$ cat src/rtl/mem_bist_pkg.sv
// Shared types and helpers for the multi-bank BIST scheduler.
package mem_bist_pkg;

  typedef enum logic [2:0] {
    IDLE,
    SCAN,
    LAUNCH,
    WAIT,
    NEXT,
    FINISH
  } sched_state_t;

  localparam int DEF_NUM_BANKS = 4;
  localparam int DEF_TIMEOUT   = 1024;

  // Ceiling log2, used to size and cross-check index and counter widths.
  function automatic int clog2(input int value);
    int r;
    r = 0;
    for (int v = value - 1; v > 0; v = v >> 1) begin
      r++;
    end
    return r;
  endfunction

endpackage

$ cat src/rtl/mem_bist_sched_if.sv
// Handshake between the BIST scheduler (master) and the memory-test FSM (slave).
interface mem_bist_sched_if
  import mem_bist_pkg::*;
#(
  parameter int BANK_W = clog2(DEF_NUM_BANKS)
);

  logic [BANK_W-1:0] bank_sel;
  logic              bist_start;
  logic              bist_abort;
  logic              bist_done;
  logic              bist_fail;

  modport master (
    output bank_sel,
    output bist_start,
    output bist_abort,
    input  bist_done,
    input  bist_fail
  );

  modport slave (
    input  bank_sel,
    input  bist_start,
    input  bist_abort,
    output bist_done,
    output bist_fail
  );

endinterface

$ cat src/rtl/mem_bist_watchdog.sv
// Per-bank watchdog: counts while enabled, flags expiry at TIMEOUT-1.
module mem_bist_watchdog
  import mem_bist_pkg::*;
#(
  parameter int TIMEOUT = DEF_TIMEOUT,
  parameter int TO_W    = clog2(DEF_TIMEOUT)
) (
  input  logic clk,
  input  logic rst,
  input  logic clr,
  input  logic en,
  output logic expired
);

  localparam logic [TO_W-1:0] LAST = TO_W'(TIMEOUT - 1);
  localparam logic [TO_W-1:0] ONE  = TO_W'(1);

  logic [TO_W-1:0] timer;

  always_ff @(posedge clk) begin
    if (rst || clr) begin
      timer <= '0;
    end else if (en) begin
      timer <= timer + ONE;
    end
  end

  assign expired = en && (timer == LAST);

endmodule

$ cat src/rtl/mem_bist_sched.sv
// Multi-bank BIST scheduler: runs the memory-test FSM once per enabled bank.
// Optional single retry of failing banks is enabled by defining MEM_BIST_RETRY_EN.
module mem_bist_sched
  import mem_bist_pkg::*;
#(
  parameter int NUM_BANKS = DEF_NUM_BANKS,
  parameter int BANK_W    = clog2(DEF_NUM_BANKS),
  parameter int TIMEOUT   = DEF_TIMEOUT,
  parameter int TO_W      = clog2(DEF_TIMEOUT)
) (
  input  logic                 clk,
  input  logic                 rst,
  input  logic                 start,
  input  logic [NUM_BANKS-1:0] bank_mask,
  mem_bist_sched_if.master     bist,
  output logic                 busy,
  output logic                 done,
  output logic                 fail,
  output logic [NUM_BANKS-1:0] fail_map,
  output logic [NUM_BANKS-1:0] timeout_map
`ifdef MEM_BIST_RETRY_EN
  ,
  output logic [NUM_BANKS-1:0] retry_map
`endif
);

  localparam int             IW      = BANK_W + 1;
  localparam logic [IW-1:0]  IDX_END = IW'(NUM_BANKS);
  localparam logic [IW-1:0]  IDX_ONE = IW'(1);

  if (BANK_W != clog2(NUM_BANKS)) begin : g_bad_bank_w
    $error("mem_bist_sched: BANK_W must equal clog2(NUM_BANKS)");
  end
  if (TO_W != clog2(TIMEOUT)) begin : g_bad_to_w
    $error("mem_bist_sched: TO_W must equal clog2(TIMEOUT)");
  end
  if (NUM_BANKS < 2 || NUM_BANKS > 16 || TIMEOUT < 4) begin : g_bad_range
    $error("mem_bist_sched: NUM_BANKS must be 2..16 and TIMEOUT at least 4");
  end

  sched_state_t           state;
  logic [IW-1:0]          idx;
  logic [BANK_W-1:0]      bidx;
  logic [NUM_BANKS-1:0]   mask_q;
  logic [BANK_W-1:0]      bank_sel_q;
  logic                   bist_start_q;
  logic                   bist_abort_q;
  logic                   wd_clr;
  logic                   wd_en;
  logic                   wd_expired;
`ifdef MEM_BIST_RETRY_EN
  logic                   retry_pend;
`endif

  assign bidx = idx[BANK_W-1:0];

  // Watchdog restarts on every launch and only runs while waiting on the FSM.
  assign wd_clr = (state == LAUNCH);
  assign wd_en  = (state == WAIT);

  mem_bist_watchdog #(
    .TIMEOUT (TIMEOUT),
    .TO_W    (TO_W)
  ) u_watchdog (
    .clk     (clk),
    .rst     (rst),
    .clr     (wd_clr),
    .en      (wd_en),
    .expired (wd_expired)
  );

  always_ff @(posedge clk) begin
    if (rst) begin
      state        <= IDLE;
      idx          <= '0;
      mask_q       <= '0;
      bank_sel_q   <= '0;
      bist_start_q <= 1'b0;
      bist_abort_q <= 1'b0;
      busy         <= 1'b0;
      done         <= 1'b0;
      fail_map     <= '0;
      timeout_map  <= '0;
`ifdef MEM_BIST_RETRY_EN
      retry_map    <= '0;
      retry_pend   <= 1'b0;
`endif
    end else begin
      bist_start_q <= 1'b0;
      bist_abort_q <= 1'b0;
      unique case (state)
        IDLE: begin
          if (start) begin
            mask_q      <= bank_mask;
            fail_map    <= '0;
            timeout_map <= '0;
`ifdef MEM_BIST_RETRY_EN
            retry_map   <= '0;
            retry_pend  <= 1'b0;
`endif
            idx         <= '0;
            done        <= 1'b0;
            busy        <= 1'b1;
            state       <= SCAN;
          end
        end
        SCAN: begin
          if (idx == IDX_END) begin
            state <= FINISH;
          end else if (!mask_q[bidx]) begin
            idx <= idx + IDX_ONE;
          end else begin
            bank_sel_q   <= bidx;
            bist_start_q <= 1'b1;
            state        <= LAUNCH;
          end
        end
        LAUNCH: begin
          state <= WAIT;
        end
        WAIT: begin
          // A completion in the expiry cycle is honoured; the timeout is dropped.
          if (bist.bist_done) begin
`ifdef MEM_BIST_RETRY_EN
            if (bist.bist_fail && !retry_map[bidx]) begin
              retry_map[bidx] <= 1'b1;
              retry_pend      <= 1'b1;
            end else begin
              fail_map[bidx]  <= bist.bist_fail;
            end
`else
            fail_map[bidx] <= bist.bist_fail;
`endif
            state <= NEXT;
          end else if (wd_expired) begin
            fail_map[bidx]    <= 1'b1;
            timeout_map[bidx] <= 1'b1;
            bist_abort_q      <= 1'b1;
            state             <= NEXT;
          end
        end
        NEXT: begin
`ifdef MEM_BIST_RETRY_EN
          if (retry_pend) begin
            retry_pend   <= 1'b0;
            bist_start_q <= 1'b1;
            state        <= LAUNCH;
          end else begin
            idx   <= idx + IDX_ONE;
            state <= SCAN;
          end
`else
          idx   <= idx + IDX_ONE;
          state <= SCAN;
`endif
        end
        FINISH: begin
          done       <= 1'b1;
          busy       <= 1'b0;
          bank_sel_q <= '0;
          state      <= IDLE;
        end
        default: begin
          state <= IDLE;
        end
      endcase
    end
  end

  assign bist.bank_sel   = bank_sel_q;
  assign bist.bist_start = bist_start_q;
  assign bist.bist_abort = bist_abort_q;
  assign fail            = |fail_map;

endmodule

$ cat src/flat_wrapper.sv
// flat-port wrapper written by rule: the top's interface ports become plain ports
module mem_bist_sched_flat import mem_bist_pkg::*;
#(
  parameter int NUM_BANKS = DEF_NUM_BANKS,
  parameter int BANK_W    = clog2(DEF_NUM_BANKS),
  parameter int TIMEOUT   = DEF_TIMEOUT,
  parameter int TO_W      = clog2(DEF_TIMEOUT)
)
  (clk, rst, start, bank_mask, busy, done, fail, fail_map, timeout_map, bist_bank_sel, bist_bist_start, bist_bist_abort, bist_bist_done, bist_bist_fail);
  mem_bist_sched_if #(.BANK_W(BANK_W)) bist_i ();
  input  logic clk;
  input  logic rst;
  input  logic start;
  input  logic [NUM_BANKS-1:0] bank_mask;
  output logic busy;
  output logic done;
  output logic fail;
  output logic [NUM_BANKS-1:0] fail_map;
  output logic [NUM_BANKS-1:0] timeout_map;
  output wire logic [$bits(bist_i.bank_sel)-1:0] bist_bank_sel;
  output wire logic [$bits(bist_i.bist_start)-1:0] bist_bist_start;
  output wire logic [$bits(bist_i.bist_abort)-1:0] bist_bist_abort;
  input wire logic [$bits(bist_i.bist_done)-1:0] bist_bist_done;
  input wire logic [$bits(bist_i.bist_fail)-1:0] bist_bist_fail;
  assign bist_bank_sel = bist_i.bank_sel;
  assign bist_bist_start = bist_i.bist_start;
  assign bist_bist_abort = bist_i.bist_abort;
  assign bist_i.bist_done = bist_bist_done;
  assign bist_i.bist_fail = bist_bist_fail;
  mem_bist_sched #(.NUM_BANKS(NUM_BANKS), .BANK_W(BANK_W), .TIMEOUT(TIMEOUT), .TO_W(TO_W)) u_core (.clk(clk), .rst(rst), .start(start), .bank_mask(bank_mask), .bist(bist_i), .busy(busy), .done(done), .fail(fail), .fail_map(fail_map), .timeout_map(timeout_map));
endmodule
$ cat config.mk
export PLATFORM = sky130hd
export DESIGN_NAME = mem_bist_sched_flat
export DESIGN_NICKNAME = d
export VERILOG_FILES = /design/src/rtl/mem_bist_pkg.sv /design/src/rtl/mem_bist_sched_if.sv /design/src/rtl/mem_bist_watchdog.sv /design/src/rtl/mem_bist_sched.sv /design/src/flat_wrapper.sv
export SDC_FILE = /design/constraint.sdc
export NUM_CORES = 1
export LEC_CHECK = 0
export CAP_MARGIN = 20
export CORE_ASPECT_RATIO = 0.9
export CORE_UTILIZATION = 40
export DETAILED_ROUTE_END_ITERATION = 8
export PLACE_DENSITY_LB_ADDON = 0.05
export SLEW_MARGIN = 10
export SYNTH_ARGS = -nofsm -noshare
export SYNTH_HDL_FRONTEND = slang
export SYNTH_SLANG_ARGS = --single-unit
$ cat constraint.sdc
create_clock -name clk -period 2.9 [get_ports clk]
set_input_delay 0.58 -clock clk [delete_from_list [all_inputs] [get_ports clk]]
set_output_delay 0.58 -clock clk [all_outputs]
set_load 0.05 [all_outputs]
==> Yosys cells after proc, flatten, opt, wreduce, memory -nomap -nowiden <==
Index checks and enable logic that the tools add are counted.
{ "totals": {"ff_bits": 34, "latchBits": 0, "ram_bits": 0, "rom_bits": 0, "out_inout_bits": 15, "elab_cells": 83, "n_memories": 0} }
{ "op_classes": {"add_sub_neg": 2, "multipliers": 0, "div_mod_pow": 0, "magnitude_cmp": 2, "eq_ne": 15, "n_shift": 0, "muxes": 31, "bitwise_logic": 4, "n_reduce_logical": 18} }
{ "op_table": {"columns": ["op", "count"], "rows": [
  ["$mux 3", 8],
  ["$mux 4", 5],
  ["$pmux 4 s2", 2],
  ["$pmux 3 s5", 1],
  ["$add 10x1->10 const B", 1],
  ["$eq 10x10->1 const B", 1],
  ["$eq 3x3->1 const B", 3],
  ["$pmux 3 s3", 1],
  ["$reduce_and 3->1", 3],
  ["$ne 2x2->1 const B", 4],
  ["$or 4x4->4", 2],
  ["$reduce_and 4->1", 2],
  ["$eq 3x2->1 const B", 2],
  ["$mux 1", 6],
  ["$reduce_bool 2->1", 3],
  ["$reduce_or 3->1", 2],
  ["$bwmux 4", 1],
  ["$mux 2", 2],
  ["$ne 2x1->1 const B", 2],
  ["$pmux 1 s2", 2],
  ["$pmux 2 s2", 1],
  ["$reduce_and 2->1", 2],
  ["$reduce_or 4->1", 1],
  ["$add 3x1->3 const B", 1],
  ["other kinds (12)", 14]
]} }

==> Longest topological paths before layout <==
{ "logic_depth": {"ltp_word": 8, "mapped_depth": 6, "depth_no_buf": 6} }

==> Cells and area by module <==
A second synthesis with hierarchy kept.
{ "unflattened": {"hier_cells": 186, "area_unflattened_um2": 1680.4} }
{ "by_module_without_submodules": {"columns": ["mod", "instances", "cells_each", "area_each_um2", "seq_area_each_um2"], "rows": [
  ["mem_bist_sched", 1, 134, 1199.9, 480.5],
  ["mem_bist_watchdog", 1, 52, 480.5, 200.2]
]} }

==> Least setup slack after synthesis <==
No wires, ideal clock.
{ "synth_path": {"path_type": "flip-flop to output port", "from": "register u_core.fail_map[0]", "to": "output fail", "arrival_time_ns": 1.307, "t_required_ns": 2.320, "slack_ns": 1.013, "path_stages_with_launch": 2, "cell_sequence": "dfxtp_1 -> or4_1"} }
{ "synth_via": {"elab_chain_cells": 1} }
{ "synth_lines": {"columns": ["element", "line_no", "rtl"], "rows": [
  ["start, declared", "mem_bist_sched.sv:19", "output logic [NUM_BANKS-1:0] fail_map,"],
  ["start signal, assigned by index", "mem_bist_sched.sv:132", "fail_map[bidx] <= bist.bist_fail;"],
  ["$reduce_or 4->1", "mem_bist_sched.sv:173", "assign fail = |fail_map;"],
  ["end, declared", "flat_wrapper.sv:17", "output logic fail;"]
]} }
Every way passes these cells.

==> Final worst setup path <==
Same ends and word-level chain as after synthesis.

==> qor.txt <==
status: complete, no violations
RSZ-0062 raised after global routing: no
clk_skew: 0.00614 ns
WL per Instance: 13.3 um
largest net degree at the start of global routing: 20
# placed instances: 252
total die area: 0.00435 mm^2
CTS Buf Count: 5
first-pass GRT wire length: 6000 um
drt first pass iters: 4
Root Buffer: clkbuf_8
Worst Path Max Fanout: 4
via count: 1400
Worst VDD drop: 0.000371 V
fmax: 414 MHz
grt ovf: 0
Pins Over Slew Limit: 0
yosys warns: 0
Setup Buffers After CTS: 0
dpl hpwl: 2490 um
CTS tree: yes
Area Overhead vs Synth: 21.0%
H-tree depth: 2
Worst Hold Class: flip-flop to flip-flop
Worst-Skew Late Latency: 0.29 ns
Synth Flop Type: dfxtp_1
final setup margin: 0.485 ns
CP Launch Type: flip-flop
Setup Viol. Count Final: 0
synth cell count leaders: dfxtp_1 (34), nand2_1 (27), a21oi_1 (15), nor2_1 (15), o21ai_0 (13)
Initial Utilization: 43.0%
fin cells: 258
die height: 62.7 um
Post-DRT Antenna Nets: 0
register bit total from synthesis: 34
DRC: 0
First DRT Iteration DRCs: 84
Synth Net Count: 204
Post-Route WL: 3440 um
area post-placement: 0.00190 mm^2
max_cap viols: 0
Longest Clk Path Bufs: 2
PD cells: 536 mW/mm^2
Antenna diodes: 0
total track usage: 17.4%
Worst EP required: 2.32 ns
Via density: 5.43
proportion of layout cells with a drive suffix above 1: 7.55%
utilization after layout: 52.0%
EDFF count, synth: 0
cts hold-fix bufs: 0
Adder-Cell Fraction of Synth Area: 3.82%
Post-Syn Area: 0.00164 mm^2
Synth area leaders: dfxtp_1 (42%), nand2_1 (6.2%), a21oi_1 (4.6%)
Die W: 69.4 um
TritonCTS Sinks: 34
Filler cells: 375
Mean Syn Cell Area: 8.61 um^2
mux cell area share after synthesis: 2.60%
largest family of logic cells by synthesized area: simple AND/OR/NAND/NOR gates
endpoints failing hold: 0
Gate Count Post-Synth: 190
nets: 227
core area: 0.00381 mm^2
period utilisation layout: 83.3%
WS Path Type: flip-flop to output pin
io pins: 24
port bufs: 23
Critical Path End Type: output pin
design area: 0.00198 mm^2
Pwr Total: 1.06 mW
Synth top area share: 41.6%
GPL Wtd Cong: 0.753
Fin Setup TNS: 0 ns
complex-gate fraction of the synthesized area: 17.5%
cts repair resizes: 0
worst relative slew slack: 62.7%
cell row count: 21
Hold Slack: 0.456 ns
critical path data arrival time: 1.84 ns
Tmin final: 2.42 ns
count leader, synth: dfxtp_1
Worst-Margin Slew: 0.552 ns
initial antenna violation count: 0
Synth cell types: 41
clock transition at the registers of the reported paths: 0.07 ns
vias in the first global route: 1295
largest area contributor in the netlist: dfxtp_1
ys async rst share: 0%
sequential share of the synthesized area: 41.6%
Place WS: 0.592 ns
xor/xnor share of the synthesized area: 3.21%
Simple-Gate Fraction of Synth Area: 27.6%
Leakage: 0.703 nW
==> worst paths after layout <==
kind | start | end | slack [ns] | depth (start not counted)
setup / recovery | u_core.fail_map[0] | fail | 0.48 | 2
hold reg to reg | u_core.mask_q[2] | u_core.mask_q[2] | 0.46 | 2
hold / removal | u_core.mask_q[2] | u_core.mask_q[2] | 0.46 | 2
setup reg to reg | u_core.u_watchdog.timer[0] | u_core.fail_map[0] | 0.95 | 5
==> metal layers <==
metal / up-vias / part of all wire [%] / GRT usage [%]
met4: 0 / 2.0 / 8.42
met1: 649 / 52 / 23.9
met2: 28 / 43 / 25.5
met3: 8 / 3.6 / 4.03
li1: 715 / - / -
met5: - / 0 / 0
==> kinds of logic after synthesis <==
kind of cell | count (synthesis)
AND/OR/NAND/NOR | 85
AO/OA/AOI/OAI | 43
flip-flops | 34
buffers and inverters | 14
XOR/XNOR | 6
adder cells (fa/ha/maj) | 5
multiplexers | 3
==> critical path, stage by stage (launching register included) <==
cell and delay (ns):
dfxtp_1 0.33, or4_1 0.51, clkdlybuf4s50_1 0.71
==> area by class of cell <==
class                           count  area, um^2  share of cell area (%)
Sequential cell                    34         681                    34.4
Multi-Input combinational cell    142         896                    45.2
Inverter                            5        18.8                   0.948
Timing Repair Buffer               25         245                    12.4
Clock buffer                        6        82.6                    4.17
Tap cell                           46        57.6                    2.91
==> where the power goes <==
part	switching (mW)	internal (mW)	leakage [nW]
Clock	0.161	0.183	0.0431
Combinational	0.116	0.0869	0.385
Sequential	0.0284	0.486	0.275
==> flip-flops by register name (all words and copies together), names as in the netlist <==
| signal | count |
|---|---|
| u_core.busy | 1 |
| u_core.state | 3 |
| u_core.bist.bank_sel | 2 |
| u_core.idx | 3 |
| u_core.u_watchdog.timer | 10 |
| u_core.bist.bist_start | 1 |
| u_core.timeout_map | 4 |
| u_core.done | 1 |
| u_core.fail_map | 4 |
| u_core.mask_q | 4 |
| u_core.bist.bist_abort | 1 |
==> cells in the final DEF, fill, tap and decap left out, drive strengths merged, types with 2 or more instances in the layout <==
master and count:
a21oi 15, a22o 8, and2 5, buf 2, clkbuf 6, clkdlybuf4s50 23, dfxtp 34, ha 5
inv 5, mux2i 2, nand2 27, nand3 3, nand3b 4, nand4 3, nor2 15, nor3 7
nor4 3, nor4b 2, o21ai 13, or2 2, or3 6, or4 2, xnor2 5
Power figures use the tool's default switching activity.
==> variant: new RTL, same flow settings <==
The package constant `DEF_TIMEOUT` goes from 1024 to 512.
--- a/src/rtl/mem_bist_pkg.sv
+++ b/src/rtl/mem_bist_pkg.sv
@@ -13,3 +13,3 @@
   localparam int DEF_NUM_BANKS = 4;
-  localparam int DEF_TIMEOUT   = 1024;
+  localparam int DEF_TIMEOUT   = 512;
 
Function: no difference found for any inputs over 10 cycles, from zero or initial values and one cycle with rst high; that may be too few to reach the edited logic, so the function may still have changed.
==> variant against the original RTL <==
  * Sequential cell count is 1 lower
  * Total power is 3.5% higher
  * Global-route usage is 1.7 points higher
  * Wire length is 2.9% higher
  * Largest cell class unchanged
  * Setup slack better by 0.0015 ns
  * Synthesized area is 3.3% lower
  * Final area is 1.6% lower
  * Register-to-register slack worse by 0.18 ns
  * Die area is 3.2% lower
  * Critical path type unchanged
  * Combinational power is 5% higher
==> variant: results (changes against the original RTL) <==
# fillers=348 (-7.2%); DRT iter0 DRCs=88 (+4.8%); Reg2Reg Depth=4 (-1); placed inst area=1850 sq um (-2.6%); Peak VDD IR=0.000320 V (-14%); GRT Total Usage=19.0% (+1.7 points); syn_nets=199 (-2.5%); synth top area cells=dfxtp_1 42%, a21oi_1 6.3%, ha_1 4.7%; worst r2r src=u_core.idx[0]$_SDFFE_PP0P_; status=finished clean; vias after detailed routing=1,331 (-4.9%); Pint=0.780 mW (+3.1%); reg-to-reg endpoint=u_core.idx[2]$_SDFFE_PP0P_; Hold WS=0.461 ns (+0.00507 ns); largest net degree at the start of global routing=19 (-5.0%); Routed Wire Length=3.54 mm (+2.9%); vias in the first global route=1,247 (-3.7%); Worst slew margin=62.9% (+0.23 points); HP Start=u_core.u_watchdog.timer[8]$_SDFFE_PP0P_; Final Wtd Congestion=0.756 (+0.31%); commonest cells in the netlist=33 x dfxtp_1, 20 x a21oi_1, 20 x nor2_1; Cell variety after synth=39 (-4.9%); first-pass GRT wire length=5.76 mm (-3.9%); DP HPWL=2.46 mm (-1.5%); # nets final=221 (-2.6%); sequential-to-total area share from yosys stat=41.7% (+0.15 points); max reg flops=9 (-1); LEAKAGE=0.699 nW (-0.58%); share of post-route cells with drive strength above 1=8.70% (+1.1 points); worst-path fanout max=3 (-1)
[variant: cell types whose count changed after synthesis, sizes merged, moves of 4 or more]
cell    unedited run  this run
o21ai             13         9
nand2             27        19
nor2              15        20
nor2b              0         4
or3                6         1
and2               5         0
nor3               7        11
clkbuf             6        10
a21oi             15        20
a22o               8         0
[variant: logic make-up after synthesis]
| kind of cell | share of synthesized area [%] |
|---|---|
| adder cells (fa/ha/maj) | 4.74 |
| buffers and inverters | 3.56 |
| AO/OA/AOI/OAI | 16.1 |
| AND/OR/NAND/NOR | 24.8 |
| XOR/XNOR | 4.43 |
| multiplexers | 4.59 |
| flip-flops | 41.7 |
[variant: final cells by class]
type	instances	area (sq um)	area share [%]
Clock inverter	1	5.00	0.257
Tap cell	46	57.6	2.95
Clock buffer	7	96.3	4.94
Sequential cell	33	661	33.9
Timing Repair Buffer	25	245	12.6
Multi-Input combinational cell	136	866	44.4
Inverter	5	18.8	0.963
[variant: power by group through the flow]
stage / sequential, mW / clock, mW / combinational (mW)
4_1_cts: 0.506 / 0.388 / 0.215
2_1_floorplan: 0.515 / 0 / 0.155
3_3_place_gp: 0.515 / 0 / 0.209
5_1_grt: 0.511 / 0.414 / 0.236
3_5_place_dp: 0.516 / 0 / 0.213
6_report: 0.506 / 0.378 / 0.214
[variant: metal layers]
metal	track usage (%)	routed length (microns)	part of all wire, %	vias up
met2	26.8	1450	41	29
met3	4.63	160	4.5	5
li1	-	-	-	687
met5	0	0	0	-
met4	8.93	45	1.3	0
met1	27.1	1880	53	610
[variant: stage by stage]
stage | cells | worst slack, ns
2_1_floorplan | 184 | 0.936
3_3_place_gp | 245 | 0.487
3_5_place_dp | 245 | 0.432
4_1_cts | 253 | 0.482
5_1_grt | 253 | 0.413
6_report | 253 | 0.486
